$ cat src/rtl/activation_scheduler.sv
// activation_scheduler: round-robin sharing of one LUT/interpolator activation unit across NUM_REQ requesters
module activation_scheduler #(
    parameter int NUM_REQ = 4,
    parameter int ID_W    = 2,
    parameter int DATA_W  = 8,
    parameter int ADDR_W  = 4
) (
    input  logic                      clk,
    input  logic                      rst,
    input  logic [NUM_REQ-1:0]        req_valid,
    input  logic [NUM_REQ*DATA_W-1:0] req_z,
    output logic [NUM_REQ-1:0]        req_ready,
    output logic [ADDR_W-1:0]         lut_address,
    input  logic [DATA_W-1:0]         lut_base,
    input  logic [DATA_W-1:0]         lut_next,
    output logic [DATA_W-1:0]         interp_remaining,
    output logic [DATA_W-1:0]         interp_base,
    output logic [DATA_W-1:0]         interp_next,
    input  logic [DATA_W-1:0]         interp_value,
    output logic                      rsp_valid,
    input  logic                      rsp_ready,
    output logic [ID_W-1:0]           rsp_id,
    output logic [DATA_W-1:0]         rsp_a,
    output logic                      busy
);
    logic              s1_valid;
    logic [DATA_W-1:0] s1_z;
    logic [ID_W-1:0]   s1_id;
    logic [ID_W-1:0]   rr_ptr;
    logic [ID_W-1:0]   gnt_id;
    logic              found;
    logic              accept;
    logic              adv1;
    logic              adv2;

    assign adv2 = !rsp_valid || rsp_ready;
    assign adv1 = !s1_valid || adv2;

    always_comb begin
        found  = 1'b0;
        gnt_id = '0;
        for (int k = 0; k < NUM_REQ; k++)
            if (!found && req_valid[rr_ptr + ID_W'(k)]) begin
                found  = 1'b1;
                gnt_id = rr_ptr + ID_W'(k);
            end
    end

    assign accept           = rst && adv1 && found;
    assign req_ready        = accept ? NUM_REQ'(1) << gnt_id : '0;
    assign lut_address      = s1_z[DATA_W-1 -: ADDR_W];
    assign interp_remaining = DATA_W'(s1_z[DATA_W-ADDR_W-1:0]);
    assign interp_base      = lut_base;
    assign interp_next      = lut_next;
    assign busy             = s1_valid || rsp_valid;

    always_ff @(posedge clk) begin
        if (!rst) begin
            s1_valid  <= 1'b0;
            s1_z      <= '0;
            s1_id     <= '0;
            rr_ptr    <= '0;
            rsp_valid <= 1'b0;
            rsp_id    <= '0;
            rsp_a     <= '0;
        end else begin
            if (accept) begin
                rr_ptr <= gnt_id + ID_W'(1);
                s1_z   <= req_z[gnt_id*DATA_W +: DATA_W];
                s1_id  <= gnt_id;
            end
            if (adv1)
                s1_valid <= accept;
            if (adv2) begin
                rsp_valid <= s1_valid;
                if (s1_valid) begin
                    rsp_id <= s1_id;
                    rsp_a  <= interp_value;
                end
            end
        end
    end
endmodule

$ cat config.mk
export PLATFORM = sky130hd
export DESIGN_NAME = activation_scheduler
export DESIGN_NICKNAME = d
export VERILOG_FILES = /design/src/rtl/activation_scheduler.sv
export SDC_FILE = /design/constraint.sdc
export NUM_CORES = 1
export LEC_CHECK = 0
export CAP_MARGIN = 20
export CORE_MARGIN = 2
export CORE_UTILIZATION = 25
export DETAILED_ROUTE_END_ITERATION = 7
export PLACE_DENSITY_LB_ADDON = 0.15
export SLEW_MARGIN = 10
export SYNTH_ARGS = -nofsm -noshare
export SYNTH_HDL_FRONTEND = slang
export SYNTH_SLANG_ARGS = --single-unit
$ cat constraint.sdc
create_clock -name clk -period 2.7 [get_ports clk]
set_input_delay 0.54 -clock clk [delete_from_list [all_inputs] [get_ports clk]]
set_output_delay 0.54 -clock clk [all_outputs]
set_load 0.05 [all_outputs]
==> impl_metrics.ini <==
[status]
status = complete, no violations

[global_routing]
grt_pass1_vias = 1329
grt_pass1_wl_mm = 6.15
track_usage = 0.123
grt-ovfl-total = 0
antenna_found_initial = 0
grt_max_degree = 21

[timing]
maxSlewViolCount = 0
timing.final.crit_period_ps = 2590
setup_ws_ps = 107
post-route-period-util = 0.961
fmax_ghz = 0.386
slew_headroom = 0.645
skew_ps = 1.75
grt_setup_unrepaired = false
hold_ws_ps = 454
tightest_slew_ps = 530
hold_viol = 0
setup_violations = 0

[clock_network]
cts_tree = done
clk_latency_ps = 260
h-tree-depth = 1
max-clock-path-buffers = 2
ctsRootBufferMaster = clkbuf_8
cts.sinks = 24
cts_setup_buffers = 0
cts_hold_buf = 0
path_clk_slew_ps = 80
numCtsBuffers = 3

[route]
via_per_inst = 4.52
drt_iter0_drc = 24
vias = 1360
antenna_left = 0
wirelength_mm = 3.81
wl_per_cell_um = 12.6
drcViolationCount = 0
drtPass1Iterations = 4

[power]
clkPwrFrac = 0.181
pwr-share-seq = 0.368
p_comb_frac = 0.452
max-vdd-ir-drop_mv = 0.174
p_total_mw = 1.12
swShare = 0.361
leakage_nw = 0.902
switchingPower_mw = 0.406
p_int_mw = 0.718
powerDensity_nw_per_um2 = 496

[synth]
syn_inst = 165
seq_area_frac_synth = 0.339
syn_area_per_cell_sq_um = 8.59
ys_warn_count = 0
yosysUniqueCellTypes = 31
synth-seq-cells = 24
syn-cell-area_sq_um = 1420

[worst_setup_path]
worstSetupStartpointType = input port
critical_path_class = in -> out
crit_required_ps = 2160
regToRegSetupSlack_ps = 660
end_kind = output pin
crit_arrival_ps = 2050
worstPathMaxFanout = 4

[placement]
globalplace.congestion = 0.782
place_area_sq_um = 2170
dpl.hpwl_mm = 3.01
io_buffers = 70
post-place-ws_ps = -167

[layout]
drive_above_1_share = 0.144
synthToLayoutAreaGrowth_pct = 60.0
final_common_cell = clkdlybuf4s50_1
stdcell_area_sq_um = 2270
nFillCells = 581
layout_common_cells = clkdlybuf4s50_1, dfxtp_1, buf_4
fin_nets = 294
insertedDiodeCount = 0

[die]
boundaryPins = 107
rows = 27
die_w_um = 79.3
coreArea_sq_um = 5510
die_y_um = 79.3
design.die.area_sq_um = 6290
start_util = 0.257

[run]
drv_cap = 0

[hold_path]
hp-class = reg -> reg
## cell usage after synthesis (all sizes together)
cell | count | share of area
a211oi | 14 | 0.074
o22ai | 1 | 0.0044
nor2b | 14 | 0.062
mux2i | 13 | 0.092
or3 | 1 | 0.0044
nor4 | 1 | 0.0044
nand2 | 17 | 0.045
o21ai | 2 | 0.0071
mux4 | 1 | 0.016
or2 | 1 | 0.0044
o31ai | 7 | 0.037
and3 | 1 | 0.0044
nor3 | 12 | 0.042
conb | 1 | 0.0026
a31oi | 1 | 0.0044
nor4b | 7 | 0.043
clkbuf | 7 | 0.019
o21a | 2 | 0.011
o22a | 1 | 0.0062
a31o | 1 | 0.0062
a21boi | 1 | 0.0053
a21oi | 5 | 0.018
dfxtp | 24 | 0.34
nor2 | 2 | 0.0053
nand3b | 1 | 0.0053
buf | 23 | 0.12
xnor2 | 1 | 0.0062
nand2b | 2 | 0.0088
inv | 1 | 0.0026
## metrics by stage
| step | cells | TNS, ps | util |
|---|---|---|---|
| 2_1_floorplan | 168 | -1560 | - |
| 3_3_place_gp | 298 | -265 | 0.394 |
| 3_5_place_dp | 298 | -296 | 0.394 |
| 4_1_cts | 301 | 0 | 0.408 |
| 5_1_grt | 301 | 0 | 0.412 |
| 6_report | 301 | 0 | 0.412 |
## cells by family (layout without fill, tap and decap cells)
| logic type | Yosys count | in the layout | share of synthesized area |
|---|---|---|---|
| compound gates | 35 | 35 | 0.173 |
| xor+xnor | 1 | 1 | 0.00618 |
| buf+inv | 31 | 92 | 0.142 |
| flops | 24 | 24 | 0.339 |
| mux | 14 | 14 | 0.108 |
| other cells | 1 | 4 | 0.00265 |
| simple gates | 59 | 59 | 0.229 |
## power by group through the flow
stage               logic [mW]  registers, mW  clock network (mW)
floorplan                0.261          0.514                   0
global placement         0.499          0.421                   0
detailed placement       0.495          0.422                   0
CTS                      0.509          0.414               0.213
global route             0.542          0.420               0.239
finish                   0.508          0.413               0.203
## critical path, cell delays in order
cell and delay [ps]:
clkdlybuf4s50_1 460, nand2b_1 90, a21oi_1 100, or3_4 430
nor3_4 240, buf_6 190
## path summary, 6_finish.rpt
check | depth (start not counted) | startpoint | endpoint
worst min-delay path | 2 | s1_z[1] | s1_z[1]
worst max register to register | 6 | rr_ptr[1] | s1_z[6]
worst min register to register | 2 | s1_z[1] | s1_z[1]
worst max-delay path | 6 | req_valid[2] | req_ready[1]
## layer usage
metal / track usage / share of wire / vias to the layer above
met3: 0.0375 / 0.091 / 2
li1: - / - / 703
met5: 0 / 0 / -
met2: 0.192 / 0.42 / 62
met1: 0.163 / 0.48 / 593
met4: 0.0379 / 0.0079 / 0
## state kept, by name, summed over array words and instances, names as in the netlist
name,flops
rr_ptr,2
rsp_a,8
s1_id,2
rsp_id,2
s1_valid,1
rsp_valid,1
s1_z,8
## area by class of cell
class,instances,area (sq um),share of cell area
inverters,1,3.75,0.00165
clock buffers,3,41.3,0.0182
multi-input cells,113,787,0.347
well taps,72,90.1,0.0397
flip-flops and latches,24,480,0.212
repair buffers,88,866,0.382
## repair_timing
action,4_1_cts,5_1_grt
gates resized for setup,7,6
endpoints found under the setup margin,2,4
pin swaps,1,2
(Power assumes the default switching activity.)
